**config.mk**
```make
export PLATFORM = sky130hd
export DESIGN_NAME = bus_arbiter_mux
export DESIGN_NICKNAME = d
export VERILOG_FILES = /design/src/rtl/bus_arbiter_mux.sv
export SDC_FILE = /design/constraint.sdc
export NUM_CORES = 1
export LEC_CHECK = 0
export ABC_CLOCK_PERIOD_IN_PS = 2140
export CORE_AREA = 2 2 131 133
export DETAILED_ROUTE_END_ITERATION = 10
export DIE_AREA = 0 0 133 135
export DONT_BUFFER_PORTS = 1
export GPL_TIMING_DRIVEN = 0
export PLACE_DENSITY = 0.32
export SLEW_MARGIN = 20
export SYNTH_ARGS = -nofsm -noshare
export SYNTH_HDL_FRONTEND = slang
export SYNTH_SLANG_ARGS = --single-unit
```
**constraint.sdc**
```tcl
create_clock -name clk -period 2.14 [get_ports clk]
set_input_delay 0.321 -clock clk [delete_from_list [all_inputs] [get_ports clk]]
set_output_delay 0.321 -clock clk [all_outputs]
set_load 0.02 [all_outputs]
```
**src/rtl/bus_arbiter_mux.sv**
```systemverilog
// Four-master round-robin bus arbiter with a combinational bus mux and a
// watchdog that flags slaves which never return ready after a strobe.
module bus_arbiter_mux (
    input  logic        clk,
    input  logic        reset,
    input  logic        m0_req_,
    input  logic        m0_as_,
    input  logic [29:0] m0_addr,
    input  logic        m0_rw,
    input  logic [31:0] m0_wr_data,
    output logic        m0_grnt_,
    input  logic        m1_req_,
    input  logic        m1_as_,
    input  logic [29:0] m1_addr,
    input  logic        m1_rw,
    input  logic [31:0] m1_wr_data,
    output logic        m1_grnt_,
    input  logic        m2_req_,
    input  logic        m2_as_,
    input  logic [29:0] m2_addr,
    input  logic        m2_rw,
    input  logic [31:0] m2_wr_data,
    output logic        m2_grnt_,
    input  logic        m3_req_,
    input  logic        m3_as_,
    input  logic [29:0] m3_addr,
    input  logic        m3_rw,
    input  logic [31:0] m3_wr_data,
    output logic        m3_grnt_,
    output logic        s_as_,
    output logic [29:0] s_addr,
    output logic        s_rw,
    output logic [31:0] s_wr_data,
    input  logic        s_rdy_,
    output logic        bus_rdy_,
    output logic [1:0]  owner,
    output logic        timeout_err
);

    typedef enum logic [1:0] {
        WD_IDLE = 2'd0,
        WD_WAIT = 2'd1,
        WD_ERR  = 2'd2
    } wd_state_t;

    logic [3:0]  w_req_n;
    logic [3:0]  w_as_n;
    logic [3:0]  w_rw;
    logic [3:0]  w_grnt_n;
    logic [29:0] w_addr    [4];
    logic [31:0] w_wr_data [4];
    logic [1:0]  w_owner_next;

    logic [1:0]  r_owner;
    wd_state_t   r_state;
    logic [7:0]  r_cnt;
    logic        r_timeout_err;

    assign w_req_n      = {m3_req_, m2_req_, m1_req_, m0_req_};
    assign w_as_n       = {m3_as_, m2_as_, m1_as_, m0_as_};
    assign w_rw         = {m3_rw, m2_rw, m1_rw, m0_rw};
    assign w_addr[0]    = m0_addr;
    assign w_addr[1]    = m1_addr;
    assign w_addr[2]    = m2_addr;
    assign w_addr[3]    = m3_addr;
    assign w_wr_data[0] = m0_wr_data;
    assign w_wr_data[1] = m1_wr_data;
    assign w_wr_data[2] = m2_wr_data;
    assign w_wr_data[3] = m3_wr_data;

    genvar gi;
    generate
        for (gi = 0; gi < 4; gi++) begin : g_grant
            assign w_grnt_n[gi] = (r_owner != 2'(gi));
        end
    endgenerate

    assign m0_grnt_ = w_grnt_n[0];
    assign m1_grnt_ = w_grnt_n[1];
    assign m2_grnt_ = w_grnt_n[2];
    assign m3_grnt_ = w_grnt_n[3];

    // Scan farthest-first so the nearest requester after the owner wins.
    always_comb begin
        logic [1:0] v_cand;
        v_cand       = r_owner;
        w_owner_next = r_owner;
        if (w_req_n[r_owner]) begin
            for (int k = 3; k >= 1; k--) begin
                v_cand = r_owner + 2'(k);
                if (!w_req_n[v_cand]) begin
                    w_owner_next = v_cand;
                end
            end
        end
    end

    assign s_as_       = w_as_n[r_owner];
    assign s_addr      = w_addr[r_owner];
    assign s_rw        = w_rw[r_owner];
    assign s_wr_data   = w_wr_data[r_owner];
    assign owner       = r_owner;
    assign timeout_err = r_timeout_err;
    assign bus_rdy_    = s_rdy_ & ~r_timeout_err;

    always_ff @(posedge clk or negedge reset) begin
        if (!reset) begin
            r_owner       <= 2'd0;
            r_state       <= WD_IDLE;
            r_cnt         <= 8'd0;
            r_timeout_err <= 1'b0;
        end else begin
            r_owner       <= w_owner_next;
            r_timeout_err <= 1'b0;
            case (r_state)
                WD_IDLE: begin
                    // A zero-wait access (ready with the strobe) never arms the watchdog.
                    if (!s_as_ && s_rdy_) begin
                        r_state <= WD_WAIT;
                        r_cnt   <= 8'd0;
                    end
                end
                WD_WAIT: begin
                    if (!s_rdy_) begin
                        r_state <= WD_IDLE;
                    end else if (r_cnt == 8'd255) begin
                        r_state       <= WD_ERR;
                        r_timeout_err <= 1'b1;
                    end else begin
                        r_cnt <= r_cnt + 8'd1;
                    end
                end
                WD_ERR: begin
                    r_state <= WD_IDLE;
                end
                default: begin
                    r_state <= WD_IDLE;
                end
            endcase
        end
    end

endmodule

```
==> results of run 1 <==
-- power groups by stage --
stage | logic [mW] | clock network (mW) | registers, mW
4_1_cts | 4.25 | 0.366 | 0.453
6_report | 4.44 | 0.353 | 0.449
3_3_place_gp | 3.80 | 0 | 0.451
5_1_grt | 4.69 | 0.376 | 0.469
3_5_place_dp | 3.81 | 0 | 0.452
2_1_floorplan | 3.21 | 0 | 0.421
-- registers in the layout (all words and copies together) (netlist names) --
| signal | flops |
|---|---|
| owner | 2 |
| timeout_err | 1 |
| r_state | 2 |
| r_cnt | 8 |
-- stage by stage --
step	instance area, sq um	cells	power (mW)	setup slack (ns)
detailed placement	2659	397	4.263	-0.6804
global route	3058	412	5.531	-0.2664
finish	3058	412	5.242	-0.1963
global placement	2659	397	4.247	-0.6880
CTS	2950	405	5.065	-0.2172
floorplan	2384	177	3.629	-0.1852
-- metal layers --
| layer | GRT usage, % | vias up | share of wire, % | routed length, microns |
|---|---|---|---|---|
| li1 | - | 796 | - | - |
| met1 | 15.56 | 1057 | 38 | 4743 |
| met2 | 20.18 | 232 | 50 | 6133 |
| met3 | 4.467 | 2 | 12 | 1469 |
| met4 | 0.7168 | 0 | 0.22 | 27 |
| met5 | 0 | - | 0 | 0 |
-- repair_timing --
item	4_1_cts	5_1_grt
pin swaps	1	0
hold buffers	1	0
endpoints found under the setup margin	76	61
hold endpoints to repair	13	0
setup buffers	3	4
cloned	1	3
gates resized for setup	47	6
-- layout make-up --
type | count | share of cell area [%]
buffer | 20 | 7.938
tap | 220 | 9.002
multi-input combinational | 133 | 63.18
inverter | 10 | 1.309
clock buffer | 4 | 2.578
sequential | 13 | 10.72
timing repair buffer | 12 | 5.278
-- worst reg2reg max path, delay by kind of cell (launching register included) --
family	cells	cell delay, ns
AO/OA/AOI/OAI	1	0.25
flip-flops	1	0.47
buffers and inverters	1	0.14
AND/OR/NAND/NOR	2	0.75
multiplexers	1	0.60
-- worst paths after layout --
path,slack [ns],endpoint,cells after the start
min reg2reg,0.50,r_cnt[6]$_DFFE_PN0P_,1
min in group asynchronous,0.55,r_cnt[6]$_DFFE_PN0P_,1
min,0.28,r_cnt[5]$_DFFE_PN0P_,2
max reg2reg,-0.20,r_cnt[2]$_DFFE_PN0P_,5
max in group asynchronous,1.14,owner[0]$_DFFE_PN0P_,1
max,-0.20,r_cnt[2]$_DFFE_PN0P_,5
-- Yosys cell counts --
| library cell | n |
|---|---|
| sky130_fd_sc_hd__a211o_1 | 1 |
| sky130_fd_sc_hd__a21o_1 | 2 |
| sky130_fd_sc_hd__a21oi_1 | 1 |
| sky130_fd_sc_hd__a221oi_1 | 1 |
| sky130_fd_sc_hd__a22oi_1 | 1 |
| sky130_fd_sc_hd__a31oi_1 | 1 |
| sky130_fd_sc_hd__and2_1 | 2 |
| sky130_fd_sc_hd__and3b_1 | 1 |
| sky130_fd_sc_hd__buf_1 | 2 |
| sky130_fd_sc_hd__buf_2 | 2 |
| sky130_fd_sc_hd__buf_6 | 2 |
| sky130_fd_sc_hd__clkbuf_1 | 15 |
| sky130_fd_sc_hd__dfrtp_1 | 13 |
| sky130_fd_sc_hd__ha_1 | 5 |
| sky130_fd_sc_hd__inv_1 | 9 |
| sky130_fd_sc_hd__inv_2 | 1 |
| sky130_fd_sc_hd__mux2_2 | 2 |
| sky130_fd_sc_hd__mux2i_1 | 4 |
| sky130_fd_sc_hd__mux4_2 | 65 |
| sky130_fd_sc_hd__nand2_1 | 13 |
| sky130_fd_sc_hd__nand3_1 | 9 |
| sky130_fd_sc_hd__nand4_1 | 2 |
| sky130_fd_sc_hd__nor2_1 | 2 |
| sky130_fd_sc_hd__nor2b_1 | 2 |
| sky130_fd_sc_hd__nor3_1 | 2 |
| sky130_fd_sc_hd__nor3b_1 | 1 |
| sky130_fd_sc_hd__o211ai_1 | 2 |
| sky130_fd_sc_hd__o21ai_0 | 5 |
| sky130_fd_sc_hd__o21ai_1 | 1 |
| sky130_fd_sc_hd__o221ai_1 | 1 |
| sky130_fd_sc_hd__o22a_1 | 1 |
| sky130_fd_sc_hd__o22ai_1 | 2 |
| sky130_fd_sc_hd__o31a_1 | 1 |
| sky130_fd_sc_hd__o31ai_1 | 1 |
| sky130_fd_sc_hd__o41ai_1 | 1 |
| sky130_fd_sc_hd__or4b_4 | 1 |
-- kinds of logic (layout without fill, tap and decap cells) --
family	count (synthesis)	after routing	share of synthesized area (%)
AO/OA/AOI/OAI	22	22	6.365
flip-flops	13	13	13.68
AND/OR/NAND/NOR	35	35	7.522
multiplexers	71	71	64.18
buffers and inverters	31	46	5.628
adder cells (fa/ha/maj)	5	5	2.630
==> impl_metrics.json, run 1 <==
{
  "switching_fraction_pct": 50.94,
  "ios": 335,
  "power.net_switching_mw": 2.670,
  "layout.cells.most_common_list": "sky130_fd_sc_hd__mux4_2 (65), sky130_fd_sc_hd__nand2_1 (13), sky130_fd_sc_hd__dfrtp_1 (11), sky130_fd_sc_hd__inv_1 (9), sky130_fd_sc_hd__nand3_1 (9)",
  "tightest_pin_transition_ns": 0.6374,
  "crit_path_leading_delay_family": "simple AND/OR/NAND/NOR gates",
  "mappedNetlistNets": 445,
  "worstPathArrival_ns": 2.46,
  "initial_utilization_pct": 14.50,
  "clock_power_share_pct": 6.7,
  "die_h_microns": 135,
  "die_width_microns": 133,
  "max-cap-violations": 0,
  "routability_congestion_estimate": 0.8871,
  "finish.utilization_pct": 18.64,
  "timing.clock.skew_ns": 0.0005941,
  "critical_path.cell_chain": "buf_8 > mux4_2 > or4b_4 > and2_4 > a211o_1",
  "power_frac_seq_pct": 8.6,
  "timing.critical_path.from_type": "flop",
  "ant_nets": 0,
  "hold-worst-slack_ns": 0.2826,
  "initialDrtViolationCount": 113,
  "power_per_cell_area_nw_per_um2": 1714,
  "htree_levels": 1,
  "num_rows": 47,
  "antenna_cells_inserted": 0,
  "setup.worst_path.end_class": "flop",
  "multiInputGateArea_sq_um": 1932,
  "yosysTopAreaCell": "sky130_fd_sc_hd__mux4_2",
  "detailed_routing_iterations_pass_1": 4,
  "synthesis_warnings": 0,
  "drc": 0,
  "achievable-frequency_mhz": 428.0,
  "grt_pass1_vias": 2183,
  "flow.area_growth_from_synthesis_pct": 28.56,
  "holdCritPathClass": "in2reg",
  "cts-buffers-inserted": 3,
  "relative_max_transition_margin_pct": 57.36,
  "postRouteWirelength_microns": 12370,
  "grt_remaining_overflow": 0,
  "clk_pin_slew_worst_paths_ns": 0.05,
  "seq_area_frac_synth_pct": 13.68,
  "buffer_ports.inserted": 0,
  "ff_latch_area_sq_um": 327.8,
  "layout_min_cycle_time_ns": 2.336,
  "final_common_cell": "sky130_fd_sc_hd__mux4_2",
  "timing.critical_path.fanout_max": 6,
  "power.internal_mw": 2.572,
  "hold_path.startpoint": "s_rdy_",
  "postSynthCellCount": 177,
  "top_area_cells_in_the_synthesized_netlist": "sky130_fd_sc_hd__mux4_2 (62%), sky130_fd_sc_hd__dfrtp_1 (14%), sky130_fd_sc_hd__ha_1 (2.6%)",
  "failed_checks": "setup timing",
  "cpMaxStageDelayCell": "sky130_fd_sc_hd__mux4_2",
  "core_sq_um": 16410,
  "clock_tree_sinks": 13,
  "synth.top_cell.area_share_pct": 61.55,
  "setup_slack_ns": -0.1963,
  "rsz0062_at_grt": "true",
  "maximum_buffer_depth_of_the_clock_tree": 2,
  "routed_via_density": 5.066,
  "pin_count_of_the_biggest_net_entering_global_routing": 14,
  "syn-cell-area_sq_um": 2379,
  "fill_cells": 1817,
  "post_synth.cell_area_avg_sq_um": 13.44,
  "cellLeakagePower_nw": 1.067,
  "via_count": 2087,
  "slowest_delay_ns": 0.60,
  "floorplan.die_area_sq_um": 17960,
  "vdd_ir_drop_max_mv": 0.5469,
  "min_period_over_period_pct": 109.2,
  "fin_nets": 461,
  "setup.worst_path.class": "reg2reg",
  "synth-seq-cells": 13,
  "setup_tns_ns": -3.658,
  "post_synth_num_cell_types": 36,
  "grt_antenna_before_repair": 1,
  "drive_gt1_share_pct": 54.17,
  "route.detailed.wl_per_inst_microns": 30.03,
  "cp_data_required_time_ns": 2.26,
  "setup_viol_count_final": 61,
  "final_hold_viol_count": 0,
  "cts_tree": "yes",
  "slew_viol_final": 0,
  "dp.final_hpwl_microns": 10880,
  "critical_path.reg2reg.startpoint": "owner[0]$_DFFE_PN0P_",
  "pwr-share-comb_pct": 84.7,
  "grt_pass1_wl_microns": 15530,
  "grtUsageTotal_pct": 12.03,
  "root_buffer": "sky130_fd_sc_hd__clkbuf_16",
  "clock_insertion_delay_worst_skew_ns": 0.24,
  "crit_start": "owner[0]$_DFFE_PN0P_",
  "run_status": "finished, violations left",
  "path_buf_inv": 1
}
Power figures use the tool's default switching activity.
==> run 2, diff against run 1 <==
--- a/config.mk
+++ b/config.mk
@@ -5,13 +5,14 @@
 export SDC_FILE = /design/constraint.sdc
 export NUM_CORES = 1
 export LEC_CHECK = 0
+export ABC_AREA = 1
 export ABC_CLOCK_PERIOD_IN_PS = 2140
-export CORE_AREA = 2 2 131 133
+export CORE_AREA = 2 2 130 132
 export DETAILED_ROUTE_END_ITERATION = 10
-export DIE_AREA = 0 0 133 135
+export DIE_AREA = 0 0 132 134
 export DONT_BUFFER_PORTS = 1
 export GPL_TIMING_DRIVEN = 0
-export PLACE_DENSITY = 0.32
+export PLACE_DENSITY = 0.35
 export SLEW_MARGIN = 20
 export SYNTH_ARGS = -nofsm -noshare
 export SYNTH_HDL_FRONTEND = slang
==> impl_metrics.json, run 2 <==
{
  "run_status": "finished clean",
  "grt_pass1_wl_microns": 26700,
  "flow.area_growth_from_synthesis_pct": 39.09,
  "detailed_place.area_sq_um": 3067,
  "critical_path.cell_chain": "buf_12 > buf_8 > buf_2 > nor2_1 > o22ai_4",
  "grt.met1_usage_pct": 24.13,
  "top_area_cells_in_the_synthesized_netlist": "sky130_fd_sc_hd__o21ai_0 (22%), sky130_fd_sc_hd__nor2_1 (19%), sky130_fd_sc_hd__o22ai_1 (14%)",
  "grt_pass1_vias": 3969,
  "slew_viol_final": 0,
  "post_synth_most_frequent_cells": "sky130_fd_sc_hd__nor2_1 (143), sky130_fd_sc_hd__o21ai_0 (122), sky130_fd_sc_hd__o22ai_1 (63)",
  "final_common_cell": "sky130_fd_sc_hd__nor2_1",
  "num_rows": 47,
  "placement.setup.worst_slack_ns": -0.3764,
  "final_hold_viol_count": 0,
  "route.detailed.wl_per_inst_microns": 25.88,
  "crit_path_leading_delay_family": "buffers and inverters",
  "yosysTopAreaCell": "sky130_fd_sc_hd__o21ai_0",
  "synth-edff-count": 0,
  "p_total_mw": 7.518,
  "htree_levels": 1,
  "drc": 0,
  "post_synth.cell_area_avg_sq_um": 5.452,
  "relative_max_transition_margin_pct": 57.68,
  "layout_min_cycle_time_ns": 2.083,
  "largest_register": "r_cnt",
  "global_route.usage.met2_pct": 33.22,
  "cts_tree": "yes",
  "mappedNetlistNets": 780,
  "grtUsageTotal_pct": 19.91,
  "grt_remaining_overflow": 0,
  "cp_data_required_time_ns": 1.82,
  "post_synth_num_cell_types": 26,
  "number_of_flip_flops_in_the_largest_register": 8,
  "synth-seq-cells": 13,
  "synthesis_warnings": 0,
  "fin_nets": 786,
  "buffer_ports.inserted": 0,
  "setup_tns_ns": 0,
  "placed_cells": 732,
  "vdd_ir_drop_max_mv": 0.6277,
  "setup.worst_path.end_class": "primary output",
  "tightest_pin_transition_ns": 0.6327,
  "syn-cell-area_sq_um": 2791,
  "seq_area_frac_synth_pct": 11.65,
  "multiInputGateArea_sq_um": 2738,
  "yosys.cell_count.top_type": "sky130_fd_sc_hd__nor2_1",
  "detailed_routing_iterations_pass_1": 5,
  "synth_top_family_by_area": "compound AO/OA/AOI/OAI gates",
  "synth-compound-area-share_pct": 37.88,
  "clk_pin_slew_worst_paths_ns": 0.05,
  "core_sq_um": 16290,
  "drive_gt1_share_pct": 26.31,
  "cpMaxStageDelayCell": "sky130_fd_sc_hd__dfrtp_2",
  "finalInstanceArea_sq_um": 3882,
  "cellLeakagePower_nw": 1.510,
  "cts-buffers-inserted": 3,
  "grt.busiest_layer": "met2",
  "holdCritPathClass": "in2reg",
  "layout.cells.most_common_list": "sky130_fd_sc_hd__nor2_1 (143), sky130_fd_sc_hd__o21ai_0 (111), sky130_fd_sc_hd__nand2_1 (50), sky130_fd_sc_hd__o22ai_2 (39), sky130_fd_sc_hd__o22ai_4 (24)",
  "synth_fa_ha_area_share_pct": 2.241,
  "grt_antenna_before_repair": 2,
  "die_width_microns": 132,
  "setup_slack_ns": 0.05692,
  "synth.top_cell.area_share_pct": 21.87,
  "instances_no_fill": 739,
  "max-cap-violations": 0,
  "hold-worst-slack_ns": 0.2625,
  "achievable-frequency_mhz": 480.1,
  "timing.critical_path.from_type": "flop",
  "initial_utilization_pct": 17.14,
  "finish.utilization_pct": 23.83,
  "synth-xor-area-share_pct": 0,
  "synth_simple_gate_area_share_pct": 37.38,
  "ys.flop_type": "sky130_fd_sc_hd__dfrtp_1",
  "routed_via_density": 5.471,
  "postSynthCellCount": 512,
  "timing.critical_path.fanout_max": 10,
  "clock_insertion_delay_worst_skew_ns": 0.24,
  "maximum_buffer_depth_of_the_clock_tree": 2,
  "worstPathArrival_ns": 1.76,
  "timing.clock.skew_ns": 0.002304,
  "setup.worst_path.class": "reg2out",
  "postRouteWirelength_microns": 19130,
  "setup_viol_count_final": 0,
  "slowest_delay_ns": 0.51,
  "rsz0062_at_grt": "true",
  "dp.final_hpwl_microns": 15580,
  "pin_count_of_the_biggest_net_entering_global_routing": 14,
  "min_period_over_period_pct": 97.34,
  "root_buffer": "sky130_fd_sc_hd__clkbuf_16",
  "via_count": 4043,
  "ios": 335,
  "synth.mux.area_fraction_pct": 0,
  "floorplan.die_area_sq_um": 17690,
  "clock_tree_sinks": 13,
  "ff_latch_area_sq_um": 330.3,
  "routability_congestion_estimate": 0.9454,
  "die_h_microns": 134,
  "fill_cells": 1896,
  "synthArstFlopShare_pct": 100.0,
  "ant_nets": 0,
  "power_per_cell_area_nw_per_um2": 1936,
  "path_buf_inv": 3,
  "initialDrtViolationCount": 266,
  "gr-usage-met3_pct": 8.844
}
## run 2: layout make-up
type,instances,share of cell area [%]
Clock buffer,4,2.030
Tap cell,220,7.090
Antenna cell,2,0.1289
Inverter,20,2.256
Buffer,42,9.024
Multi-Input combinational cell,436,70.51
Timing Repair Buffer,2,0.4512
Sequential cell,13,8.508
## run 2: repair_timing
| item | CTS | global route |
|---|---|---|
| gates resized for setup | 117 | 46 |
| buffers inserted | 1 | 0 |
| hold buffers | 1 | 0 |
| hold endpoints to repair | 13 | 0 |
| setup endpoints to repair | 67 | 50 |
| pin swaps | 16 | 23 |
## run 2: routing by layer
metal  vias to the layer above  routed length (microns)
met4                         0                      371
met2                       263                     8844
met3                        24                     2120
met5                         -                        0
li1                       1780                        -
met1                      1976                     7790
## run 2: cell families after synthesis
group / Yosys count
adder cells (fa/ha/maj): 5
buffers and inverters: 63
AO/OA/AOI/OAI: 195
AND/OR/NAND/NOR: 236
flip-flops: 13
## run 2: path summary, 6_finish.rpt
check                      cells past startpoint  slack [ns]                  from                endpoint
min in group asynchronous                      1        0.54                 reset    r_cnt[4]$_DFFE_PN0P_
hold / removal                                 2        0.26                s_rdy_  r_state[1]$_DFFE_PN0P_
setup reg to reg                              12        0.12  owner[0]$_DFFE_PN0P_    owner[0]$_DFFE_PN0P_
max in group asynchronous                      1        1.13                 reset    owner[1]$_DFFE_PN0P_
hold reg to reg                                2        0.54  r_cnt[4]$_DFFE_PN0P_    r_cnt[4]$_DFFE_PN0P_
setup / recovery                               5        0.06  owner[0]$_DFFE_PN0P_            s_wr_data[1]
## run 2: power by group
group	switching, mW	internal [mW]	total [mW]
combinational	4.71	2.05	6.75
clock	0.101	0.251	0.352
sequential	0.116	0.297	0.413
==> run 3, diff against run 2 <==
--- a/config.mk
+++ b/config.mk
@@ -7,12 +7,12 @@
 export LEC_CHECK = 0
 export ABC_AREA = 1
 export ABC_CLOCK_PERIOD_IN_PS = 2140
-export CORE_AREA = 2 2 130 132
+export CORE_AREA = 2 2 131 133
 export DETAILED_ROUTE_END_ITERATION = 10
-export DIE_AREA = 0 0 132 134
+export DIE_AREA = 0 0 133 135
 export DONT_BUFFER_PORTS = 1
 export GPL_TIMING_DRIVEN = 0
-export PLACE_DENSITY = 0.35
+export PLACE_DENSITY = 0.34
 export SLEW_MARGIN = 20
 export SYNTH_ARGS = -nofsm -noshare
 export SYNTH_HDL_FRONTEND = slang
==> impl_metrics.json, run 3 (same netlist as run 2, synthesis figures left out) <==
{
  "clock_insertion_delay_worst_skew_ns": 0.24,
  "route.detailed.wl_per_inst_microns": 25.66,
  "p_total_mw": 7.508,
  "layout_min_cycle_time_ns": 2.068,
  "grtUsageTotal_pct": 19.76,
  "largest_register": "r_cnt",
  "worstPathArrival_ns": 1.75,
  "layout.cells.most_common_list": "sky130_fd_sc_hd__nor2_1 (143), sky130_fd_sc_hd__o21ai_0 (104), sky130_fd_sc_hd__nand2_1 (50), sky130_fd_sc_hd__o22ai_2 (42), sky130_fd_sc_hd__o21ai_1 (24)",
  "routed_via_density": 5.474,
  "via_count": 4045,
  "instances_no_fill": 739,
  "postRouteWirelength_microns": 18960,
  "clk_pin_slew_worst_paths_ns": 0.05,
  "maximum_buffer_depth_of_the_clock_tree": 2,
  "finish.utilization_pct": 23.56,
  "tightest_pin_transition_ns": 0.6078,
  "holdCritPathClass": "in2reg",
  "rsz0062_at_grt": "true",
  "fin_nets": 788,
  "clock_tree_sinks": 13,
  "detailed_routing_iterations_pass_1": 6,
  "ios": 335,
  "grt_pass1_vias": 3967,
  "root_buffer": "sky130_fd_sc_hd__clkbuf_16",
  "cp_data_required_time_ns": 1.82,
  "timing.clock.skew_ns": 0.001811,
  "htree_levels": 1,
  "ff_latch_area_sq_um": 330.3,
  "cellLeakagePower_nw": 1.522,
  "max-cap-violations": 0,
  "vdd_ir_drop_max_mv": 0.6085,
  "final_common_cell": "sky130_fd_sc_hd__nor2_1",
  "dp.final_hpwl_microns": 15380,
  "timing.critical_path.fanout_max": 10,
  "whs_path_depth": 2,
  "run_status": "finished clean",
  "grt.busiest_layer": "met2",
  "setup.worst_path.class": "reg2out",
  "drive_gt1_share_pct": 26.59,
  "die_h_microns": 135,
  "slew_viol_final": 0,
  "placed_cells": 732,
  "switching_fraction_pct": 65.47,
  "cts_tree": "yes",
  "clock_power_share_pct": 4.7,
  "grt_antenna_before_repair": 2,
  "antenna_cells_inserted": 0,
  "setup_viol_count_final": 0,
  "floorplan.die_area_sq_um": 17960,
  "die_width_microns": 133,
  "num_rows": 47,
  "placement.setup.worst_slack_ns": -0.5703,
  "ant_nets": 0,
  "worst-r2r-cell-count": 12,
  "final_hold_viol_count": 0,
  "global_route.usage.met2_pct": 30.43,
  "initialDrtViolationCount": 204,
  "achievable-frequency_mhz": 483.6,
  "routability_congestion_estimate": 0.8984,
  "gr-usage-met3_pct": 11.00,
  "min_period_over_period_pct": 96.62,
  "setup_slack_ns": 0.07233,
  "buffer_ports.inserted": 0,
  "flow.area_growth_from_synthesis_pct": 38.46,
  "grt_remaining_overflow": 0,
  "number_of_flip_flops_in_the_largest_register": 8,
  "power.internal_mw": 2.592,
  "drc": 0,
  "cts-buffers-inserted": 3,
  "core_sq_um": 16410,
  "hold-worst-slack_ns": 0.2513,
  "initial_utilization_pct": 17.01,
  "detailed_place.area_sq_um": 3067,
  "grt.met1_usage_pct": 24.32,
  "pwr-share-comb_pct": 89.8,
  "fill_cells": 1881,
  "timing.critical_path.from_type": "flop",
  "setup.worst_path.end_class": "primary output",
  "pin_count_of_the_biggest_net_entering_global_routing": 14,
  "power_per_cell_area_nw_per_um2": 1943,
  "relative_max_transition_margin_pct": 59.35,
  "finalInstanceArea_sq_um": 3865,
  "setup_tns_ns": 0,
  "power_frac_seq_pct": 5.4,
  "power.net_switching_mw": 4.916,
  "grt_pass1_wl_microns": 26710,
  "multiInputGateArea_sq_um": 2715
}
## run 3: final timing paths
kind	startpoint	to	slack [ns]
worst max-delay path	owner[1]$_DFFE_PN0P_	s_addr[2]	0.07
worst min-delay path	s_rdy_	r_state[1]$_DFFE_PN0P_	0.25
worst max register to register	owner[1]$_DFFE_PN0P_	owner[0]$_DFFE_PN0P_	0.17
worst min register to register	r_cnt[4]$_DFFE_PN0P_	r_cnt[4]$_DFFE_PN0P_	0.54
max in group asynchronous	reset	owner[1]$_DFFE_PN0P_	1.15
min in group asynchronous	reset	r_cnt[7]$_DFFE_PN0P_	0.53
## run 3: cell type report
cell class,count,area share (%)
Clock buffer,4,2.039
Sequential cell,13,8.546
Inverter,20,2.201
Tap cell,220,7.122
Timing Repair Buffer,4,0.8417
Buffer,42,9.000
Multi-Input combinational cell,436,70.25
## run 3: worst max-delay path, cell delays in order (launching register included)
cell                      delay [ns]
sky130_fd_sc_hd__dfrtp_4        0.56
sky130_fd_sc_hd__buf_8          0.19
sky130_fd_sc_hd__buf_4          0.21
sky130_fd_sc_hd__o21ai_1        0.16
sky130_fd_sc_hd__o22ai_2        0.38
## run 3: timing repair
item | in CTS | in global routing
gates resized for setup | 119 | 49
hold endpoints to repair | 13 | 0
hold buffers | 1 | 0
pin swaps | 13 | 22
setup endpoints to repair | 67 | 65
buffers inserted | 1 | 2
## run 3: layer usage
layer,vias to the layer above,share of wire (%)
li1,1786,-
met4,4,2.1
met1,1928,39
met3,36,14
met2,291,45
met5,-,0.14
## run 3: power by group through the flow
| stage | clock network [mW] | logic (mW) | registers [mW] |
|---|---|---|---|
| 2_1_floorplan | 0 | 3.86 | 0.361 |
| 3_3_place_gp | 0 | 5.30 | 0.388 |
| 3_5_place_dp | 0 | 5.33 | 0.390 |
| 4_1_cts | 0.367 | 6.56 | 0.406 |
| 5_1_grt | 0.380 | 7.32 | 0.424 |
| 6_report | 0.354 | 6.74 | 0.409 |
